File: src/rtl/mem_read_seq_if.sv
// Bundles the block-read control, source-memory bus and downstream staging handshake.
// The sequencer drives through the master modport; the environment uses slave.
interface mem_read_seq_if #(
    parameter int unsigned DW = 8,
    parameter int unsigned AW = 4
);
    logic          start;
    logic [AW-1:0] src_addr;
    logic [AW:0]   length;
    logic [DW-1:0] MemData;
    logic          ready;
    logic [AW-1:0] MemAddr;
    logic          MemRd;
    logic [DW-1:0] DOut1;
    logic          valid;
    logic          busy;
    logic          done;

    modport master (
        input  start, src_addr, length, MemData, ready,
        output MemAddr, MemRd, DOut1, valid, busy, done
    );

    modport slave (
        output start, src_addr, length, MemData, ready,
        input  MemAddr, MemRd, DOut1, valid, busy, done
    );
endinterface

File: src/rtl/mem_read_seq.sv
// Block-read sequencer: reads 'length' words from a source memory starting at src_addr and
// presents each one on DOut1 until the downstream staging register accepts it.
module mem_read_seq #(
    parameter int unsigned DW = 8,
    parameter int unsigned AW = 4
) (
    input logic            clock,
    input logic            reset_n,
    mem_read_seq_if.master bus
);
    localparam logic [2:0] StIdle = 3'd0;
    localparam logic [2:0] StRead = 3'd1;
    localparam logic [2:0] StWait = 3'd2;
    localparam logic [2:0] StHold = 3'd3;
    localparam logic [2:0] StDone = 3'd4;

    localparam logic [AW:0]   CntOne  = 1;
    localparam logic [AW-1:0] AddrOne = 1;

    logic          rst_sync_q;
    logic [2:0]    state_q, state_d;
    logic [AW-1:0] addr_q, addr_d;
    logic [AW:0]   cnt_q, cnt_d;
    logic [DW-1:0] dout_q, dout_d;

    // Assert asynchronously, release on a clock edge so no state moves on a partial cycle.
    always_ff @(posedge clock or negedge reset_n) begin
        if (!reset_n) rst_sync_q <= 1'b0;
        else          rst_sync_q <= 1'b1;
    end

    always_comb begin
        state_d = state_q;
        addr_d  = addr_q;
        cnt_d   = cnt_q;
        dout_d  = dout_q;
        case (state_q)
            StIdle: begin
                if (bus.start) begin
                    addr_d  = bus.src_addr;
                    cnt_d   = bus.length;
                    state_d = (bus.length == '0) ? StDone : StRead;
                end
            end
            StRead: state_d = StWait;
            StWait: begin
                dout_d  = bus.MemData;
                state_d = StHold;
            end
            StHold: begin
                if (bus.ready) begin
                    cnt_d   = cnt_q - CntOne;
                    addr_d  = addr_q + AddrOne; // wraps modulo 2^AW
                    state_d = (cnt_q == CntOne) ? StDone : StRead;
                end
            end
            StDone:  state_d = StIdle;
            default: state_d = StIdle;
        endcase
    end

    always_ff @(posedge clock or negedge rst_sync_q) begin
        if (!rst_sync_q) begin
            state_q <= StIdle;
            addr_q  <= '0;
            cnt_q   <= '0;
            dout_q  <= '0;
        end else begin
            state_q <= state_d;
            addr_q  <= addr_d;
            cnt_q   <= cnt_d;
            dout_q  <= dout_d;
        end
    end

    assign bus.MemRd   = (state_q == StRead);
    assign bus.MemAddr = addr_q;
    assign bus.DOut1   = dout_q;
    assign bus.valid   = (state_q == StHold);
    assign bus.busy    = (state_q != StIdle);
    assign bus.done    = (state_q == StDone);
endmodule

File: src/flat_wrapper.sv
// flat-port wrapper written by rule: the top's interface ports become plain ports
module mem_read_seq_flat 
#(
    parameter int unsigned DW = 8,
    parameter int unsigned AW = 4
)
  (clock, reset_n, bus_start, bus_src_addr, bus_length, bus_MemData, bus_ready, bus_MemAddr, bus_MemRd, bus_DOut1, bus_valid, bus_busy, bus_done);
  mem_read_seq_if #(.DW(DW), .AW(AW)) bus_i ();
  input logic clock;
  input logic reset_n;
  input wire logic [$bits(bus_i.start)-1:0] bus_start;
  input wire logic [$bits(bus_i.src_addr)-1:0] bus_src_addr;
  input wire logic [$bits(bus_i.length)-1:0] bus_length;
  input wire logic [$bits(bus_i.MemData)-1:0] bus_MemData;
  input wire logic [$bits(bus_i.ready)-1:0] bus_ready;
  output wire logic [$bits(bus_i.MemAddr)-1:0] bus_MemAddr;
  output wire logic [$bits(bus_i.MemRd)-1:0] bus_MemRd;
  output wire logic [$bits(bus_i.DOut1)-1:0] bus_DOut1;
  output wire logic [$bits(bus_i.valid)-1:0] bus_valid;
  output wire logic [$bits(bus_i.busy)-1:0] bus_busy;
  output wire logic [$bits(bus_i.done)-1:0] bus_done;
  assign bus_i.start = bus_start;
  assign bus_i.src_addr = bus_src_addr;
  assign bus_i.length = bus_length;
  assign bus_i.MemData = bus_MemData;
  assign bus_i.ready = bus_ready;
  assign bus_MemAddr = bus_i.MemAddr;
  assign bus_MemRd = bus_i.MemRd;
  assign bus_DOut1 = bus_i.DOut1;
  assign bus_valid = bus_i.valid;
  assign bus_busy = bus_i.busy;
  assign bus_done = bus_i.done;
  mem_read_seq #(.DW(DW), .AW(AW)) u_core (.clock(clock), .reset_n(reset_n), .bus(bus_i));
endmodule
File: config.mk
export PLATFORM = sky130hd
export DESIGN_NAME = mem_read_seq_flat
export DESIGN_NICKNAME = d
export VERILOG_FILES = /design/src/rtl/mem_read_seq_if.sv /design/src/rtl/mem_read_seq.sv /design/src/flat_wrapper.sv
export SDC_FILE = /design/constraint.sdc
export NUM_CORES = 1
export LEC_CHECK = 0
export ABC_AREA = 1
export BUFFER_PORTS_ARGS = -buffer_cell sky130_fd_sc_hd__buf_4
export CAP_MARGIN = 20
export CORE_MARGIN = 3
export CORE_UTILIZATION = 53
export DETAILED_ROUTE_END_ITERATION = 16
export PLACE_DENSITY = 0.93
export SYNTH_ARGS = -nofsm -noshare
export SYNTH_HDL_FRONTEND = slang
export SYNTH_SLANG_ARGS = --single-unit
File: constraint.sdc
create_clock -name clock -period 2.75 [get_ports clock]
set_clock_uncertainty 0.05 [all_clocks]
set_input_delay 0.275 -clock clock [delete_from_list [all_inputs] [get_ports clock]]
set_output_delay 0.275 -clock clock [all_outputs]
set_load 0.03 [all_outputs]
==> flow_summary_export.csv, run 1 <==
group,metric,value,unit
status,status,"complete, no violations",
power_and_ir_drop,leakage,0.7804,nW
cts,worst_skew_pair.late_latency,0.31,ns
logic_synthesis,yosys.area.top_type,"dfrtp_1",
cts,cts.htree.levels,1,
timing,finalCriticalPeriod,1.701,ns
power_and_ir_drop,vdd_drop_max,793.7,uV
timing,report.final.setup_viol,0,
cts,post_cts_resized,0,
logic_synthesis,ys_async_sr_fraction,1.000,
floorplanning,io-pin-count,37,
power_and_ir_drop,switching_power_as_a_share_of_total_power,0.4951,
route,drt_pass1_iterations,4,
route,number_of_drc_violations_after_detailed_routing,0,
power_and_ir_drop,power_density,1257,nW/um^2
flow_run,max_cap_viol_count,0,
power_and_ir_drop,power.share.clock,0.083,
power_and_ir_drop,power_frac_comb,0.595,
power_and_ir_drop,power.sequential.fraction,0.322,
timing,worst_pin_slew,0.8136,ns
setup_path,critical_path.max_fanout,9,
logic_synthesis,netlist_area,1149,um^2
logic_synthesis,count_of_flip_flops_with_a_built_in_enable_after_synthesis,0,
setup_path,worst_setup_path_end_kind,"primary output",
timing,clock.fmax,587.8,MHz
cts,cts_setup_buffers,0,
cts,cts.clk_slew.worst_paths,0.11,ns
cts,clock_tree.root_cell,"clkbuf_4",
worst_hold_path,timing.hold.worst.class,"in2reg",
route,post_drt_wl_per_cell,12.49,um
global_route,grt_max_degree,21,
floorplanning,core_area,2002,um^2
placed_design,hpwl,1971,um
setup_path,timing.critical_path.slowest_cell_delay,0.50,ns
power_and_ir_drop,power.net_switching,0.9183,mW
cells_and_area,final_net_count,205,
setup_path,worst-setup-path-type,"reg2out",
route,route.detailed.vias_per_inst,5.111,
power_and_ir_drop,cell_internal_pwr,0.9365,mW
floorplanning,die-area,2762,um^2
timing,rsz_0062_raised_after_global_routing,"no",
route,first_iter_violations,27,
route,detailroute.via_count,1058,
global_route,global_route.overflow_total,0,
timing,slew_headroom,0.4576,
setup_path,critical_path_required,2.42,ns
timing,final_min_period_over_clock_period,0.6186,
placed_design,count_of_buffers_inserted_at_the_top_level_ports,36,
global_route,global_route_wire_length_before_repair,4105,um
global_route,initial_antenna_violation_count,0,
cells_and_area,diode_count,0,
logic_synthesis,postSynthCellCount,142,
logic_synthesis,count_of_cell_types_in_the_netlist,24,
cts,cts_hold_repair.buffers,1,
logic_synthesis,cell_with_the_most_instances_after_synthesis,"nand2_1",
floorplanning,chipHeight,52.55,um
route,antenna_left,0,
global_route,first_global_vias,991,
route,routed_wl,2585,um
global_route,grt_util_all_layers,0.2058,
floorplanning,effective_utilization_at_floorplan,0.5738,
cts,tritoncts,"done",
placed_design,final_wtd_congestion,0.8643,
logic_synthesis,synth.top_cells.by_area,"dfrtp_1 (46%), nand2_1 (16%), mux2_2 (7.8%)",
timing,setup_tns,0,ns
logic_synthesis,ys_top_cells_by_count,"nand2_1 (48), dfrtp_1 (21), inv_1 (12), nand3_1 (12), nor2_1 (9)",
setup_path,crit_path_top_delay_cell,"dfrtp_1",
setup_path,cp-start-kind,"flip-flop",
logic_synthesis,ys_seq_area_frac,0.4575,
power_and_ir_drop,final_power,1.855,mW
cells_and_area,final_layout_size_suffix_gt1_frac,0.3222,
logic_synthesis,avgSynthCellArea,8.089,um^2
logic_synthesis,netlist.area_leader.share,0.4575,
setup_path,cp_cell_sequence,"nand2_2, nor2_4, buf_4",
cts,cts_max_path_bufs,2,
logic_synthesis,dominantRegCellSynth,"dfrtp_1",
cts,inserted_clock_buffers,3,
logic_synthesis,synth_nets,166,
cells_and_area,syn_to_final_growth,28.43,%
setup_path,critical_path_arrival,1.38,ns
timing,finalMaxSlewViolations,0,
logic_synthesis,synth_register_bits,21,
floorplanning,x_dimension_of_the_die,52.55,um
logic_synthesis,yosys_warnings,0,
floorplanning,row_count,16,
timing,timing.final.hold_violations,0,
cts,cts_sinks,21,
==> power by group through the flow <==
stage	Sequential, mW	Combinational, mW	Clock [mW]
after floorplan	0.739	0.643	0
after global placement	0.588	1.07	0
after detailed placement	0.603	1.10	0
after CTS	0.596	1.11	0.160
after global routing	0.616	1.22	0.173
final	0.597	1.10	0.154
==> path summary, 6_finish.rpt <==
check	endpoint	cells after the start	start	slack (ns)
setup / recovery	bus_valid	3	u_core.state_q[1]	1.05
hold / removal	u_core.bus.DOut1[1]	2	bus_MemData[1]	0.13
setup reg to reg	u_core.cnt_q[4]	5	u_core.state_q[2]	1.10
hold reg to reg	u_core.cnt_q[4]	0	u_core.rst_sync_q	0.29
max in group asynchronous	u_core.state_q[0]	0	u_core.rst_sync_q	1.86
min in group asynchronous	u_core.rst_sync_q	2	reset_n	0.19
==> layout make-up <==
cell class / count / area [um^2]
Tap cell: 27 / 33.78
Fill cell: 160 / 526.8
Sequential cell: 21 / 525.5
Clock inverter: 1 / 7.507
Timing Repair Buffer: 37 / 280.3
Clock buffer: 3 / 22.52
Inverter: 13 / 48.80
Multi-Input combinational cell: 105 / 556.8
==> flip-flops by register name (all words and copies together) (netlist names) <==
name                flops
u_core.state_q          3
u_core.bus.MemAddr      4
u_core.cnt_q            5
u_core.bus.DOut1        8
u_core.rst_sync_q       1
==> critical path: cells and delay by family, from the launching register on <==
| kind | cells | cell delay (ns) |
|---|---|---|
| buffers and inverters | 1 | 0.21 |
| DFF | 1 | 0.50 |
| and+or+nand+nor | 2 | 0.34 |
==> per-layer routing <==
metal,vias up,track usage,wire (um)
met2,40,0.3698,1317
li1,526,-,-
met1,488,0.2291,1030
met5,-,0,0
met4,0,0.03830,25
met3,4,0.07977,212
==> layout by cell type, fill, tap and decap left out <==
master and instances:
clkbuf_4 3, dfrtp_1 21, nor3_1 3, o21ai_1 5
a21oi_2 1, nand2_2 4, nand4_1 1, nor2_1 9
nand2_1 48, buf_4 36, conb_1 1, nor2_2 1
mux2_2 8, o21a_1 1, o21ai_0 2, nand3b_1 2
or2_2 1, dlygate4sd3_1 1, nor2_4 1, nand3_2 1
a21oi_1 1, ha_1 3, inv_2 1, clkinvlp_4 1
inv_1 12, nand3_1 12
==> kinds of logic after synthesis <==
logic type,count (synthesis),share of synthesized area
other cells,1,0.003265
fa+ha+maj,3,0.03268
buf+inv,16,0.05773
mux,8,0.07843
compound gates,10,0.04902
simple gates,83,0.3213
flops,21,0.4575
==> through the flow <==
| stage | hold WS [ns] | worst slack, ns | instance area (um^2) | util | instances |
|---|---|---|---|---|---|
| 3_5_place_dp | 0.0009791 | 1.141 | 1435 | 0.7169 | 202 |
| 6_report | 0.1328 | 1.049 | 1475 | 0.7369 | 207 |
| 4_1_cts | 0.1257 | 1.041 | 1475 | 0.7369 | 207 |
| 2_1_floorplan | -0.07059 | 1.238 | 1149 | - | 142 |
| 3_3_place_gp | 0.001141 | 1.244 | 1435 | 0.7169 | 202 |
| 5_1_grt | 0.1098 | 0.8925 | 1475 | 0.7369 | 207 |
(Power assumes the default switching activity.)
==> inputs of run 2 (changes only) <==
CORE_UTILIZATION = 49   (was 53)
PLACE_DENSITY = 0.87   (was 0.93)
clock period = 1.6 ns   (was 2.75 ns; I/O delays follow)
==> run 2 against run 1 <==
Core utilization grew 0.23 points; die area grew 7.2%; sequential cell count is the same; register-to-register slack lost 0.95 ns; worst hold slack lost 0.11 ns; critical path type unchanged.
==> flow_summary_export.csv, run 2 (synthesis gave the netlist of run 1 again) <==
group,metric,value,unit
setup_path,reg2reg_to,"u_core.bus.MemAddr[0]",
global_route,grt_max_degree,21,
timing,finalCriticalPeriod,1.510,ns
cells_and_area,leading_cell_types_in_the_layout_fill_and_taps_excluded,"nand2_1 (48), buf_4 (42), dfrtp_1 (18)",
route,detailroute.via_count,1103,
setup_path,reg2reg_slack,0.15,ns
setup_path,worst_setup_path_end_kind,"primary output",
power_and_ir_drop,power.net_switching,1.649,mW
floorplanning,chipHeight,54.42,um
setup_path,timing.critical_path.slowest_cell_delay,0.46,ns
power_and_ir_drop,power.sequential.fraction,0.303,
timing,fin_worst_hold_slack,0.02379,ns
flow_run,max_cap_viol_count,0,
route,number_of_drc_violations_after_detailed_routing,0,
route,routed_wl,2764,um
global_route,grt_util_all_layers,0.2140,
setup_path,critical_path_arrival,1.30,ns
cts,cts.clk_slew.worst_paths,0.12,ns
cells_and_area,mostFrequentLayoutCell,"nand2_1",
setup_path,critical_path.endpoint,"bus_valid",
route,first_iter_violations,21,
setup_path,critical_path.max_fanout,8,
setup_path,worst-setup-path-type,"reg2out",
cells_and_area,syn_to_final_growth,33.99,%
cts,cts.htree.levels,1,
placed_design,hpwl,2102,um
status,status,"complete, no violations",
cts,cts_sinks,21,
floorplanning,die-area,2961,um^2
global_route,global_route.overflow_total,0,
timing,worst_setup_slack_final,0.08956,ns
route,post_drt_wl_per_cell,12.92,um
setup_path,cp-start-kind,"flip-flop",
power_and_ir_drop,power_frac_comb,0.619,
setup_path,worst_r2r_startpoint,"u_core.state_q[2]",
timing,timing.final.hold_violations,0,
cts,inserted_clock_buffers,3,
setup_path,cp_cell_sequence,"nand2_2, nor2_4, buf_4, buf_4",
placed_design,final_wtd_congestion,0.8244,
cells_and_area,final_layout_size_suffix_gt1_frac,0.3636,
power_and_ir_drop,vdd_drop_max,1376,uV
timing,finalMaxSlewViolations,0,
power_and_ir_drop,cell_internal_pwr,1.711,mW
cells_and_area,postLayoutCoreUtil,0.7392,
power_and_ir_drop,power_density,2183,nW/um^2
cts,tritoncts,"done",
route,route.detailed.vias_per_inst,5.154,
setup_path,crit_path_top_delay_cell,"dfrtp_2",
setup_path,cpMostUsedCell,"buf_4",
global_route,global_route_wire_length_before_repair,4560,um
floorplanning,row_count,16,
global_route,initial_antenna_violation_count,0,
route,drt_pass1_iterations,4,
setup_path,startpoint,"u_core.state_q[0]",
cts,worst_skew_pair.late_latency,0.31,ns
cts,clock_tree.root_cell,"clkbuf_4",
placed_design,dp_slack,0.2189,ns
floorplanning,x_dimension_of_the_die,54.42,um
cts,cts_max_path_bufs,2,
timing,setup_tns,0,ns
setup_path,critical_path_required,1.39,ns
cells_and_area,final_net_count,212,
global_route,first_global_vias,1102,
worst_hold_path,timing.hold.worst.class,"in2reg",
power_and_ir_drop,power.share.clock,0.078,
cells_and_area,largest_register_ff_count,8,
route,antenna_left,0,
placed_design,count_of_buffers_inserted_at_the_top_level_ports,36,
timing,final_min_period_over_clock_period,0.9440,
floorplanning,core_area,2082,um^2
timing,clock.fmax,662.1,MHz
setup_path,worst-r2r-cell-count,6,
floorplanning,io-pin-count,37,
power_and_ir_drop,switching_power_as_a_share_of_total_power,0.4907,
floorplanning,effective_utilization_at_floorplan,0.5517,
placed_design,detailed_place.area,1465,um^2
cells_and_area,diode_count,0,
power_and_ir_drop,leakage,0.8118,nW
cells_and_area,final_design_area_no_fill,1539,um^2
timing,report.final.setup_viol,0,
## run 2: power by group through the flow
| stage | clock (mW) | sequential, mW | combinational (mW) |
|---|---|---|---|
| after floorplan | 0 | 1.27 | 1.11 |
| after global placement | 0 | 1.00 | 1.92 |
| after detailed placement | 0 | 1.02 | 2.01 |
| after CTS | 0.271 | 1.01 | 2.02 |
| after global routing | 0.292 | 1.05 | 2.30 |
| final | 0.263 | 1.02 | 2.08 |
## run 2: area by class of cell
cell class | instances | area [um^2]
multi-input cells | 105 | 561.8
fillers | 152 | 543.0
flip-flops and latches | 21 | 529.3
repair buffers | 44 | 335.3
inverters | 13 | 48.80
well taps | 27 | 33.78
clock buffers | 3 | 22.52
clock inverters | 1 | 7.507
## run 2: worst max-delay path: cells and delay by family, from the launching register on
family        cells  cell delay [ns]
simple gates      2             0.20
buf+inv           2             0.34
flops             1             0.46
## run 2: how the worst min path moves through the flow
stage                                to            from  depth (start not counted)
global route        u_core.bus.DOut1[4]  bus_MemData[4]                          2
detailed placement    u_core.rst_sync_q         reset_n                          1
finish              u_core.bus.DOut1[1]  bus_MemData[1]                          2
CTS                 u_core.bus.DOut1[3]  bus_MemData[3]                          2
global placement      u_core.rst_sync_q         reset_n                          1
floorplan             u_core.rst_sync_q         reset_n                          0
## run 2: metal layers
metal | global-route usage | vias up | part of all wire
li1 | - | 543 | -
met1 | 0.2378 | 519 | 0.39
met2 | 0.3725 | 39 | 0.52
met3 | 0.09264 | 2 | 0.090
met4 | 0.05394 | 0 | 0.0029
met5 | 0 | - | 0
## run 2: timing repair
action / 4_1_cts / 5_1_grt
setup endpoints to repair: 0 / 2
resized for setup: 0 / 4
hold buffers: 1 / 1
setup buffers: 0 / 2
endpoints found under the hold margin: 1 / 1
## run 2: through the flow
stage	instances	total power [mW]
after floorplan	142	2.376
after detailed placement	206	3.034
after global placement	206	2.920
final	214	3.360
after global routing	214	3.645
after CTS	211	3.305
==> inputs of run 3 (changes only) <==
CELL_PAD_IN_SITES_DETAIL_PLACEMENT = 1   (was not set)
CELL_PAD_IN_SITES_GLOBAL_PLACEMENT = 2   (was not set)
CORE_UTILIZATION = 27   (was 49)
PLACE_DENSITY = 0.86   (was 0.87)
==> run 3 against run 2 <==
Worst hold slack improved by 0.049 ns; sequential share of layout area decreased by 0.60 points; first-iteration DRC count increased to 2.7 times the previous value; global-route usage decreased by 7.2 points; sequential cell count unchanged; via count decreased by 1.6%; cell count increased by 9.3%; sequential power about the same; design area increased by 1.3%.
==> flow_summary_export.csv, run 3 (synthesis gave the netlist of run 1 again) <==
group,metric,value,unit
status,status,"complete, no violations",
setup_path,timing.critical_path.slowest_cell_delay,0.50,ns
route,detailroute.via_count,1085,
setup_path,cp_top_family,"flip-flops",
power_and_ir_drop,power.sequential.fraction,0.304,
worst_hold_path,timing.hold.worst.start,"bus_MemData[7]",
worst_hold_path,hold_path_depth,2,
floorplanning,row_count,23,
route,routed_wl,3255,um
cts,inserted_clock_buffers,3,
floorplanning,x_dimension_of_the_die,71.23,um
setup_path,worst_setup_path_end_kind,"primary output",
cells_and_area,combined_area_of_the_multi_input_logic_cells,561.8,um^2
power_and_ir_drop,final_power,3.421,mW
route,route.detailed.vias_per_inst,4.637,
timing,report.final.setup_viol,0,
placed_design,count_of_buffers_inserted_at_the_top_level_ports,36,
route,number_of_drc_violations_after_detailed_routing,0,
placed_design,detailed_place.area,1494,um^2
cts,cts_setup_buffers,0,
cells_and_area,final.fill_count,493,
cells_and_area,largest_register_ff_count,8,
global_route,grt_util_all_layers,0.1422,
setup_path,reg2reg_to,"u_core.cnt_q[1]",
worst_hold_path,min_delay_worst_endpoint,"u_core.bus.DOut1[7]",
cts,tritoncts,"done",
global_route,first_global_vias,1283,
cts,worst_skew_pair.late_latency,0.27,ns
floorplanning,die-area,5073,um^2
setup_path,worst_r2r_startpoint,"u_core.state_q[2]",
cells_and_area,syn_to_final_growth,35.73,%
cells_and_area,final_net_count,209,
setup_path,critical_path.max_fanout,8,
placed_design,dpl.cell_count,229,
cells_and_area,diode_count,0,
timing,clock.fmax,647.4,MHz
setup_path,critical_path_required,1.39,ns
global_route,global_route.overflow_total,0,
global_route,grt_max_degree,21,
floorplanning,effective_utilization_at_floorplan,0.2831,
floorplanning,io-pin-count,37,
route,first_iter_violations,57,
cells_and_area,post_layout_nonfiller_instances,234,
setup_path,crit_buf_inv,2,
setup_path,crit_path_top_delay_cell,"dfrtp_1",
cells_and_area,layout.area.seq,526.8,um^2
placed_design,final_wtd_congestion,0.8271,
cts,clock_tree.root_cell,"clkbuf_8",
power_and_ir_drop,power_density,2195,nW/um^2
route,drt_pass1_iterations,4,
power_and_ir_drop,power.share.clock,0.108,
route,post_drt_wl_per_cell,13.91,um
floorplanning,core_area,4058,um^2
timing,timing.final.hold_violations,0,
setup_path,worst-setup-path-type,"reg2out",
power_and_ir_drop,cell_internal_pwr,1.758,mW
cts,cts_max_path_bufs,2,
flow_run,max_cap_viol_count,0,
global_route,initial_antenna_violation_count,0,
setup_path,critical_path_arrival,1.33,ns
cells_and_area,postLayoutCoreUtil,0.3842,
setup_path,worst-r2r-cell-count,6,
power_and_ir_drop,vdd_drop_max,1015,uV
setup_path,cp-start-kind,"flip-flop",
timing,worst_setup_slack_final,0.05543,ns
cells_and_area,final_layout_size_suffix_gt1_frac,0.3478,
cts,cts.htree.levels,1,
cts,cts_sinks,21,
power_and_ir_drop,switching_power_as_a_share_of_total_power,0.4863,
worst_hold_path,timing.hold.worst.class,"in2reg",
timing,final_min_period_over_clock_period,0.9654,
cells_and_area,mostFrequentLayoutCell,"nand2_1",
route,antenna_left,0,
timing,finalMaxSlewViolations,0,
timing,rsz_0062_raised_after_global_routing,"yes",
cells_and_area,leading_cell_types_in_the_layout_fill_and_taps_excluded,"nand2_1 (48), buf_4 (40), dfrtp_1 (20)",
power_and_ir_drop,leakage,0.8085,nW
setup_path,reg2reg_slack,0.13,ns
setup_path,cpMostUsedCell,"buf_4",
cells_and_area,final_design_area_no_fill,1559,um^2
floorplanning,chipHeight,71.23,um
timing,finalCriticalPeriod,1.545,ns
setup_path,cp_cell_sequence,"nand2_2, nor2_4, buf_4, buf_4",
placed_design,dp_slack,0.1498,ns
placed_design,hpwl,2550,um
cts,cts.clk_slew.worst_paths,0.08,ns
power_and_ir_drop,power.net_switching,1.664,mW
global_route,global_route_wire_length_before_repair,5761,um
power_and_ir_drop,power_frac_comb,0.588,
[run 3: worst max path at each step]
stage	startpoint	end	slack [ns]	cells past startpoint
after global placement	u_core.state_q[2]	u_core.cnt_q[1]	0.25	6
after floorplan	u_core.bus.MemAddr[0]	u_core.bus.MemAddr[2]	0.20	6
after CTS	u_core.state_q[2]	bus_busy	0.02	3
final	u_core.state_q[0]	bus_valid	0.06	4
after detailed placement	u_core.state_q[2]	u_core.cnt_q[1]	0.15	6
after global routing	u_core.state_q[0]	bus_valid	-0.02	4
[run 3: through the flow]
step | hold slack, ns | setup TNS [ns]
2_1_floorplan | -0.1856 | 0
3_3_place_gp | -0.1144 | 0
3_5_place_dp | -0.1142 | 0
4_1_cts | 0.06150 | 0
5_1_grt | 0.06138 | -0.02746
6_report | 0.07230 | 0
[run 3: timing repair]
| action | 4_1_cts | 5_1_grt |
|---|---|---|
| hold endpoints to repair | 1 | 0 |
| resized for setup | 0 | 2 |
| hold buffers | 1 | 0 |
| setup endpoints to repair | 0 | 2 |
[run 3: power groups by stage]
stage	logic, mW	clock network (mW)	registers (mW)
final	2.01	0.369	1.04
after global routing	2.29	0.419	1.08
after global placement	1.96	0	1.01
after detailed placement	2.04	0	1.05
after CTS	2.05	0.395	1.04
after floorplan	1.11	0	1.27
[run 3: area by class of cell]
cell class                      count  share of cell area
Clock inverter                      1            0.004815
Clock buffer                        3             0.02648
Tap cell                           50             0.04013
Multi-Input combinational cell    105              0.3604
Inverter                           13             0.03130
Sequential cell                    21              0.3379
Timing Repair Buffer               41              0.1990
[run 3: worst register-to-register path, stage by stage, from the launching register on]
cell and delay [ns]:
dfrtp_1 0.49, inv_2 0.12, nand3_2 0.18, buf_4 0.23, o21ai_0 0.19, nand2_1 0.09, o21ai_1 0.07
[run 3: metal layers]
layer  vias up  part of all wire  wire length, um  GRT usage
met5         -                 0                0          0
met2        28              0.52             1696     0.2571
li1        533                 -                -          -
met3         6             0.059              193    0.05330
met4         0             0.012               38    0.03549
met1       518              0.41             1326     0.1562
